<file path="config.mk">
export PLATFORM = sky130hd
export DESIGN_NAME = mmio_wsel
export DESIGN_NICKNAME = d
export VERILOG_FILES = /design/src/rtl/mmio_wsel_pkg.sv /design/src/rtl/mmio_wsel_tx_fifo.sv /design/src/rtl/mmio_wsel.sv
export SDC_FILE = /design/constraint.sdc
export NUM_CORES = 1
export LEC_CHECK = 0
export CAP_MARGIN = 40
export CORE_ASPECT_RATIO = 1.1
export CORE_MARGIN = 2
export CORE_UTILIZATION = 40
export CTS_BUF_LIST = sky130_fd_sc_hd__clkbuf_2 sky130_fd_sc_hd__clkbuf_4 sky130_fd_sc_hd__clkbuf_8
export CTS_CLUSTER_DIAMETER = 40
export CTS_CLUSTER_SIZE = 25
export DETAILED_ROUTE_END_ITERATION = 6
export MAX_ROUTING_LAYER = met4
export PLACE_DENSITY_LB_ADDON = 0.15
export SETUP_SLACK_MARGIN = 0.4
export SYNTH_ARGS = -nofsm -noshare
export SYNTH_HDL_FRONTEND = slang
export SYNTH_HIERARCHICAL = 1
export SYNTH_SLANG_ARGS = --single-unit
export TNS_END_PERCENT = 10
</file>
<file path="constraint.sdc">
create_clock -name clk -period 5.7 [get_ports clk]
set_clock_uncertainty 0.2 [all_clocks]
set_input_delay 0.855 -clock clk [delete_from_list [all_inputs] [get_ports clk]]
set_output_delay 0.855 -clock clk [all_outputs]
set_load 0.01 [all_outputs]
</file>
<file path="src/rtl/mmio_wsel_pkg.sv">
// Shared address-map constants and region decode for the store path (mmio_wsel)
// and the load-side read select.
package mmio_wsel_pkg;

  localparam logic [3:0] REG_DMEM = 4'b0001;
  localparam logic [3:0] REG_IMEM = 4'b0010;
  localparam logic [3:0] REG_BOTH = 4'b0011;
  localparam logic [3:0] REG_BIOS = 4'b0100;
  localparam logic [3:0] REG_MMIO = 4'b1000;

  localparam logic [7:0] MMIO_STATUS = 8'h00;
  localparam logic [7:0] MMIO_RX     = 8'h04;
  localparam logic [7:0] MMIO_TX     = 8'h08;
  localparam logic [7:0] MMIO_CTRL   = 8'h18;

  typedef struct packed {
    logic dmem;
    logic imem;
    logic mmio;
  } region_sel_t;

  function automatic region_sel_t decode_region(input logic [3:0] region);
    region_sel_t sel;
    sel = '0;
    case (region)
      REG_DMEM: sel.dmem = 1'b1;
      REG_IMEM: sel.imem = 1'b1;
      REG_BOTH: begin
        sel.dmem = 1'b1;
        sel.imem = 1'b1;
      end
      REG_MMIO: sel.mmio = 1'b1;
      // BIOS is read-only; it and every unmapped region drop the store.
      REG_BIOS: sel = '0;
      default:  sel = '0;
    endcase
    return sel;
  endfunction

endpackage

</file>
<file path="src/rtl/mmio_wsel_tx_fifo.sv">
// Generic synchronous FIFO with registered pointers and occupancy count.
// A push while full is dropped, and full is judged before any same-cycle pop.
module tx_fifo #(
  parameter int DEPTH = 4,
  parameter int WIDTH = 8,
  parameter int AW    = $clog2(DEPTH)
) (
  input  logic             clk,
  input  logic             rst_n,
  input  logic             push_i,
  input  logic [WIDTH-1:0] wdata_i,
  input  logic             pop_i,
  output logic [WIDTH-1:0] rdata_o,
  output logic             full_o,
  output logic             empty_o,
  output logic [AW:0]      count_o
);

  localparam logic [AW:0] FULL_COUNT = (AW+1)'(DEPTH);

  logic [WIDTH-1:0] mem_q [DEPTH];
  logic [AW-1:0]    wr_ptr_q, wr_ptr_d;
  logic [AW-1:0]    rd_ptr_q, rd_ptr_d;
  logic [AW:0]      count_q, count_d;
  logic             do_push, do_pop;

  assign full_o  = (count_q == FULL_COUNT);
  assign empty_o = (count_q == '0);
  assign count_o = count_q;
  assign rdata_o = mem_q[rd_ptr_q];

  assign do_push = push_i && !full_o;
  assign do_pop  = pop_i && !empty_o;

  // Pointers are exactly AW bits wide, so the increment wraps modulo DEPTH.
  always_comb begin
    wr_ptr_d = wr_ptr_q;
    rd_ptr_d = rd_ptr_q;
    count_d  = count_q;
    if (do_push) wr_ptr_d = wr_ptr_q + AW'(1);
    if (do_pop)  rd_ptr_d = rd_ptr_q + AW'(1);
    case ({do_push, do_pop})
      2'b10:   count_d = count_q + (AW+1)'(1);
      2'b01:   count_d = count_q - (AW+1)'(1);
      default: count_d = count_q;
    endcase
  end

  // NOTE: sequential state uses non-blocking assignments so every register
  // samples the pre-edge values, independent of block evaluation order.
  always_ff @(posedge clk or negedge rst_n) begin
    if (!rst_n) begin
      wr_ptr_q <= '0;
      rd_ptr_q <= '0;
      count_q  <= '0;
    end else begin
      wr_ptr_q <= wr_ptr_d;
      rd_ptr_q <= rd_ptr_d;
      count_q  <= count_d;
    end
  end

  // NOTE: storage has no reset; the count alone decides which entries are
  // valid, and leaving the array unreset keeps it a plain register file.
  always_ff @(posedge clk) begin
    if (do_push) mem_q[wr_ptr_q] <= wdata_i;
  end

endmodule

</file>
<file path="src/rtl/mmio_wsel.sv">
// Store-side address decode: byte write enables for DMEM/IMEM, UART TX byte
// capture into a FIFO, and the sticky TX overflow flag.
module mmio_wsel
  import mmio_wsel_pkg::*;
#(
  parameter int TX_DEPTH = 4,
  parameter int TX_AW    = $clog2(TX_DEPTH)
) (
  input  logic        clk,
  input  logic        rst_n,
  input  logic [31:0] addr,
  input  logic [31:0] din,
  input  logic [3:0]  wmask,
  output logic [3:0]  dmem_wea,
  output logic [31:0] dmem_dina,
  output logic [3:0]  imem_wea,
  output logic [31:0] imem_dina,
  output logic [7:0]  tx_data,
  output logic        tx_valid,
  input  logic        tx_ready,
  output logic        trmt_full,
  output logic        tx_overflow
);

  region_sel_t    sel;
  logic           tx_store, ctrl_store;
  logic           fifo_full, fifo_empty;
  logic [TX_AW:0] fifo_count;
  logic           tx_overflow_q, tx_overflow_d;
  logic           unused_ok;

  assign sel = decode_region(addr[31:28]);

  // Write enables are gated by rst_n so no memory write can slip through
  // while the core is held in reset.
  assign dmem_wea  = (rst_n && sel.dmem) ? wmask : 4'b0;
  assign imem_wea  = (rst_n && sel.imem) ? wmask : 4'b0;
  assign dmem_dina = din;
  assign imem_dina = din;

  assign tx_store   = sel.mmio && (addr[7:0] == MMIO_TX) && wmask[0];
  assign ctrl_store = sel.mmio && (addr[7:0] == MMIO_CTRL) && (wmask != 4'b0);

  tx_fifo #(
    .DEPTH (TX_DEPTH),
    .WIDTH (8),
    .AW    (TX_AW)
  ) u_tx_fifo (
    .clk     (clk),
    .rst_n   (rst_n),
    .push_i  (tx_store),
    .wdata_i (din[7:0]),
    .pop_i   (tx_valid && tx_ready),
    .rdata_o (tx_data),
    .full_o  (fifo_full),
    .empty_o (fifo_empty),
    .count_o (fifo_count)
  );

  assign tx_valid  = !fifo_empty;
  assign trmt_full = fifo_full;

  always_comb begin
    tx_overflow_d = tx_overflow_q;
    if (ctrl_store)             tx_overflow_d = 1'b0;
    if (tx_store && fifo_full)  tx_overflow_d = 1'b1;
  end

  always_ff @(posedge clk or negedge rst_n) begin
    if (!rst_n) tx_overflow_q <= 1'b0;
    else        tx_overflow_q <= tx_overflow_d;
  end

  assign tx_overflow = tx_overflow_q;

  // Offset-only MMIO decode leaves the middle address bits unused.
  assign unused_ok = ^{addr[27:8], fifo_count};

endmodule

</file>
## Word-level counts from Yosys, hierarchy flattened

Memory sizes are Yosys's and may differ from the RTL's.
Index checks and enable logic that the tools add are counted.
W data, S select, Z words.

- Register bits: 8
- RAM bits: 32
- Input bits: 71
- Output and inout port bits: 83
- Logic and storage cells: 46
- Memories: 1

Memories:

| name | depth | bits a word | rd ports | clocked after memory_dff | write ports | line | source |
|---|---|---|---|---|---|---|---|
| u_tx_fifo.mem_q | 4 | 8 | 1 | 0 | 1 | mmio_wsel_tx_fifo.sv:21 | `logic [WIDTH-1:0] mem_q [DEPTH];` |

- $add $sub $neg: 4
- Equality and inequality tests: 9
- Mux-type cells: 10
- Reduce and logical (&&, ||, !) cells: 18

Operators by type and width:

| kind | number |
|---|---|
| $logic_and A1 B1 Y1 | 10 |
| $eq A4 B2 Y1 const B | 2 |
| $eq A8 B4 Y1 const B | 1 |
| $eq A8 B5 Y1 const B | 1 |
| $mux W4 | 2 |
| $mux W1 | 7 |
| $pmux W3 S2 | 1 |
| $add A2 B1 Y2 const B | 2 |
| $eq A4 B1 Y1 const B | 1 |
| $eq A4 B4 Y1 const B | 1 |
| $reduce_bool A2 Y1 | 2 |
| $reduce_bool A4 Y1 | 1 |
| $reduce_or A2 Y1 | 2 |
| $add A3 B1 Y3 const B | 1 |
| $eq A3 B3 Y1 const B | 1 |
| $logic_not A3 Y1 | 1 |
| $sub A3 B1 Y3 const B | 1 |
| $eq A2 B1 Y1 const B | 1 |
| $eq A2 B2 Y1 const B | 1 |
| $logic_not A1 Y1 | 2 |

## Longest topological paths before layout

- Word-level depth: 7
- Mapped depth: 11
- Mapped depth without buffers: 11

## Modules after synthesis

The synthesis kept the hierarchy.

Modules (own cells, without submodules):

| module | instances | cells each | area each (µm²) |
|---|---|---|---|
| tx_fifo | 1 | 79 | 1592.8 |
| mmio_wsel | 1 | 89 | 711.9 |

## Worst setup path before layout

Ideal clock, no wire load.

- Path type: input to register
- From: input port addr[30]
- To: register u_tx_fifo.count_q[2] (netlist: u_tx_fifo/count_o[2])
- Library setup time: 0.125 ns
- Arrival: 2.472 ns
- Required time: 5.375 ns
- Slack: 2.903 ns
- Stages: 11
- Path buffers: 0
- Cell sequence: nor4b_4 nand4_2 nor3b_2 nor2b_4 inv_1 ha_1 inv_1 fa_1 xor2_1 nor2_1 xor2_1

- Cells in the longest elaborated chain, start to end: 7
- Elaborated cells between the ends (all ways): 9
- Classes of those cells: eq/ne: 3; mux: 2; reduce/logical: 4

Ends and longest elaborated chain:

| element | line | source |
|---|---|---|
| start, declared | mmio_wsel.sv:11 | `input logic [31:0] addr,` |
| $eq A4 B4 Y1 * | mmio_wsel_pkg.sv:25 | `case (region)` |
| $mux W1 * | mmio_wsel_pkg.sv:25 |  |
| $logic_and A1 B1 Y1 * (2 in a row) | mmio_wsel.sv:41 | `assign tx_store = sel.mmio && (addr[7:0] == MMIO_TX) && wmask[0];` |
| via tx_store | mmio_wsel.sv:26 | `logic tx_store, ctrl_store;` |
| $logic_and A1 B1 Y1 * | mmio_wsel_tx_fifo.sv:32 | `assign do_push = push_i && !full_o;` |
| $eq A2 B1 Y1 / $eq A2 B2 Y1 (equally long branches) | mmio_wsel_tx_fifo.sv:42 | `case ({do_push, do_pop})` |
| $pmux W3 S2 / $reduce_bool A2 Y1 (equally long branches) | n/a |  |
| end signal, assigned | mmio_wsel_tx_fifo.sv:59 | `count_q <= count_d;` |
| end, declared | mmio_wsel_tx_fifo.sv:24 | `logic [AW:0] count_q, count_d;` |

The timed path passes the listed nets; every way through them passes the cells marked *.
A chain may end at the register's enable or synchronous reset.

## Worst setup path in the final report

- From: input port rst_n
- To: output port imem_wea[0]

- Cells in the longest elaborated chain, start to end: 2

Ends and longest elaborated chain:

| element | line | source |
|---|---|---|
| start, declared | mmio_wsel.sv:10 | `input logic rst_n,` |
| $logic_and A1 B1 Y1 | mmio_wsel.sv:37 | `assign imem_wea = (rst_n && sel.imem) ? wmask : 4'b0;` |
| $mux W4 | mmio_wsel.sv:37 |  |
| end, declared | mmio_wsel.sv:16 | `output logic [3:0] imem_wea,` |

No other way between the ends.

==> load_flow_metrics.sql <==
INSERT INTO impl_metrics (metric_group, metric, value, unit) VALUES
('clocking', 'cts.root.buffer_cell', 'sky130_fd_sc_hd__clkbuf_8', ''),
('worst_setup_path', 'arrival', '2.62', 'ns'),
('clocking', 'cts-root-to-sink-buffers', '2', ''),
('grt', 'track_usage', '13.1', '%'),
('detailed_routing', 'wl_per_cell', '15.9', 'um'),
('timing', 'fin_tns_setup', '0', 'ns'),
('logic_synthesis', 'synth_flop_cell', 'sky130_fd_sc_hd__edfxtp_1', ''),
('timing', 'finalCritPeriodShare', '64.5', '%'),
('grt', 'grt_max_degree', '13', ''),
('timing', 'fin_crit', '3.68', 'ns'),
('logic_synthesis', 'netlist-cell-type-count', '32', ''),
('logic_synthesis', 'postSynthCellCount', '168', ''),
('timing', 'finalHoldViolations', '0', ''),
('worst_hold_path', 'hold_path.class', 'flop to flop', ''),
('worst_setup_path', 'critical_path.endpoint_type', 'output pin', ''),
('die', 'core.rowCount', '29', ''),
('pwr', 'vdd_ir_drop_max', '0.000192', 'V'),
('logic_synthesis', 'cell_accounting_for_the_most_synthesized_area', 'sky130_fd_sc_hd__edfxtp_1', ''),
('timing', 'worstMarginPinSlew', '0.604', 'ns'),
('grt', 'grt_antenna_before_repair', '0', ''),
('placed_design', 'place_congestion', '0.697', ''),
('detailed_routing', 'drcViolationCount', '0', ''),
('detailed_routing', 'routed-via-count', '1186', ''),
('clocking', 'insertion_delay', '0.28', 'ns'),
('grt', 'via_count_of_the_first_global_routing_pass', '1286', ''),
('worst_setup_path', 'required', '4.64', 'ns'),
('timing', 'maxSlewHeadroom', '59.7', '%'),
('timing', 'timing.final.max_slew_violations', '0', ''),
('worst_setup_path', 'timing.critical_path.from_type', 'primary input', ''),
('clocking', 'clkSlewWorstSetupHoldPaths', '0.07', 'ns'),
('finish', 'commonest_non_fill_non_tap_cells_in_the_layout', '61 x sky130_fd_sc_hd__clkdlybuf4s50_1, 32 x sky130_fd_sc_hd__edfxtp_1, 9 x sky130_fd_sc_hd__inv_1', ''),
('pwr', 'leakagePower', '0.944', 'nW'),
('finish', 'syn_to_final_growth', '14.1', '%'),
('grt', 'gr-total-overflow', '0', ''),
('placed_design', 'post-dp-hpwl', '2970', 'um'),
('detailed_routing', 'postRouteWirelength', '3940', 'um'),
('detailed_routing', 'avgViaCountPerCell', '4.78', ''),
('logic_synthesis', 'synth_area_leaders', 'sky130_fd_sc_hd__edfxtp_1 42%, sky130_fd_sc_hd__buf_4 21%, sky130_fd_sc_hd__dfrtp_1 8.7%', ''),
('timing', 'fmaxAchievable', '0.272', 'GHz'),
('logic_synthesis', 'synthesis.area', '0.00230', 'sq mm'),
('logic_synthesis', 'synth-edff-count', '32', ''),
('clocking', 'cts_htree_levels', '2', ''),
('logic_synthesis', 'synth_area_per_cell', '13.7', 'sq um'),
('worst_setup_path', 'cp_max_fo', '10', ''),
('finish', 'fin_util', '46.4', '%'),
('logic_synthesis', 'nets_in_the_synthesized_netlist', '245', ''),
('detailed_routing', 'drt.antenna.violating_nets', '0', ''),
('finish', 'final_layout_size_suffix_gt1_share', '17.5', '%'),
('pwr', 'power.density', '332', 'mW/mm^2'),
('logic_synthesis', 'synth-seq-area-share', '50.4', '%'),
('finish', 'numnets_final', '247', ''),
('worst_setup_path', 'worstSetupPathType', 'primary input to output pin', ''),
('logic_synthesis', 'synth_largest_type_area_fraction', '41.7', '%'),
('die', 'die_area', '0.00639', 'sq mm'),
('logic_synthesis', 'synth-seq-cells', '40', ''),
('clocking', 'post_cts_resized', '0', ''),
('clocking', 'postCtsSetupRepairBufs', '0', ''),
('die', 'io_pins', '154', ''),
('clocking', 'cts_num_sinks', '40', ''),
('timing', 'grt_setup_unrepaired', 'no', ''),
('logic_synthesis', 'asyncSetResetFlopFracSynth', '20.0', '%'),
('status', 'outcome', 'finished clean', ''),
('logic_synthesis', 'ys_warn_count', '6', ''),
('die', 'die_height', '83.6', 'um'),
('finish', 'insertedDiodeCount', '0', ''),
('clocking', 'clock_tree_from_tritoncts', 'built', ''),
('die', 'width_of_the_die', '76.4', 'um'),
('die', 'core_region_area', '0.00566', 'sq mm'),
('detailed_routing', '1st_pass_router_iterations', '4', ''),
('die', 'initial_utilization', '40.7', '%'),
('flow_run', 'max_cap_violations', '0', ''),
('placed_design', 'port_buffers', '61', ''),
('grt', 'grt_pass1_wl', '6330', 'um'),
('timing', 'setup-violations-final', '0', ''),
('detailed_routing', 'initialDrtViolationCount', '55', ''),
('clocking', 'ctsHoldBuffers', '0', ''),
('clocking', 'cts_buffers', '5', ''),
('finish', 'layout_commonest_cell', 'sky130_fd_sc_hd__clkdlybuf4s50_1', '');
-- cell type report --
type / count / area, sq um
Inverter: 9 / 33.8
Sequential cell: 40 / 1160
Tap cell: 77 / 96.3
Timing Repair Buffer: 61 / 611
Fill cell: 531 / 3030
Clock inverter: 3 / 37.5
Clock buffer: 5 / 68.8
Multi-Input combinational cell: 53 / 621
-- critical path: stages --
cell	delay [ns]
sky130_fd_sc_hd__clkdlybuf4s50_1	0.75
sky130_fd_sc_hd__and4bb_2	0.33
sky130_fd_sc_hd__and2_1	0.14
sky130_fd_sc_hd__clkdlybuf4s50_1	0.54
-- routing by layer --
metal  up-vias  track usage (%)  wire, um
li1        524                -         -
met1       561             13.4      1410
met5         -                -         0
met4         0             5.79        81
met2        95             21.9      2080
met3         6             5.74       373
-- logic make-up (layout without fill, tap and decap cells) --
family | count (synthesis) | after routing | share of synthesized area (%)
xor+xnor | 6 | 6 | 2.28
simple gates | 27 | 27 | 10.5
buf+inv | 75 | 78 | 22.7
flops | 40 | 40 | 50.4
compound gates | 4 | 4 | 1.68
fa+ha+maj | 6 | 6 | 3.58
mux | 10 | 10 | 8.90
-- sequential cells by signal, summed over array words and instances (netlist names) --
signal,count
tx_overflow,1
u_tx_fifo/count_o,3
u_tx_fifo/mem_q,32
u_tx_fifo/rd_ptr_q,2
u_tx_fifo/wr_ptr_q,2
-- cells in the mapped netlist (all sizes together) (3+ instances only) --
master   n
xor2     3
xnor2    3
mux4     8
ha       5
and2    12
buf     65
inv      9
dfrtp    8
edfxtp  32
-- worst paths after layout --
path                                           start               endpoint  slack, ns  cells after the start
worst min-delay path            u_tx_fifo/count_o[2]   u_tx_fifo/count_o[2]       0.32                      1
worst max register to register  u_tx_fifo/count_o[0]   u_tx_fifo/count_o[2]       3.46                      9
worst max-delay path                           rst_n            imem_wea[0]       2.02                      4
max in group asynchronous                      rst_n  u_tx_fifo/wr_ptr_q[0]       4.31                      1
min in group asynchronous                      rst_n            tx_overflow       0.68                      1
worst min register to register  u_tx_fifo/count_o[2]   u_tx_fifo/count_o[2]       0.32                      1
-- report_power, final --
| group | internal [mW] | switching [mW] |
|---|---|---|
| Clock | 0.127 | 0.0916 |
| Combinational | 0.173 | 0.0931 |
| Sequential | 0.335 | 0.0540 |
-- stage by stage --
stage               cell area, sq um  cells  setup slack [ns]  hold slack [ns]  total power, mW
CTS                             2630    248              1.98            0.323            0.890
global placement                2520    240              2.04            0.307            0.661
global route                    2630    248              1.90            0.355            0.926
detailed placement              2520    240              1.98            0.308            0.665
floorplan                       2300    168              2.90            0.285            0.578
finish                          2630    248              2.02            0.319            0.874
Power figures use the tool's default switching activity.
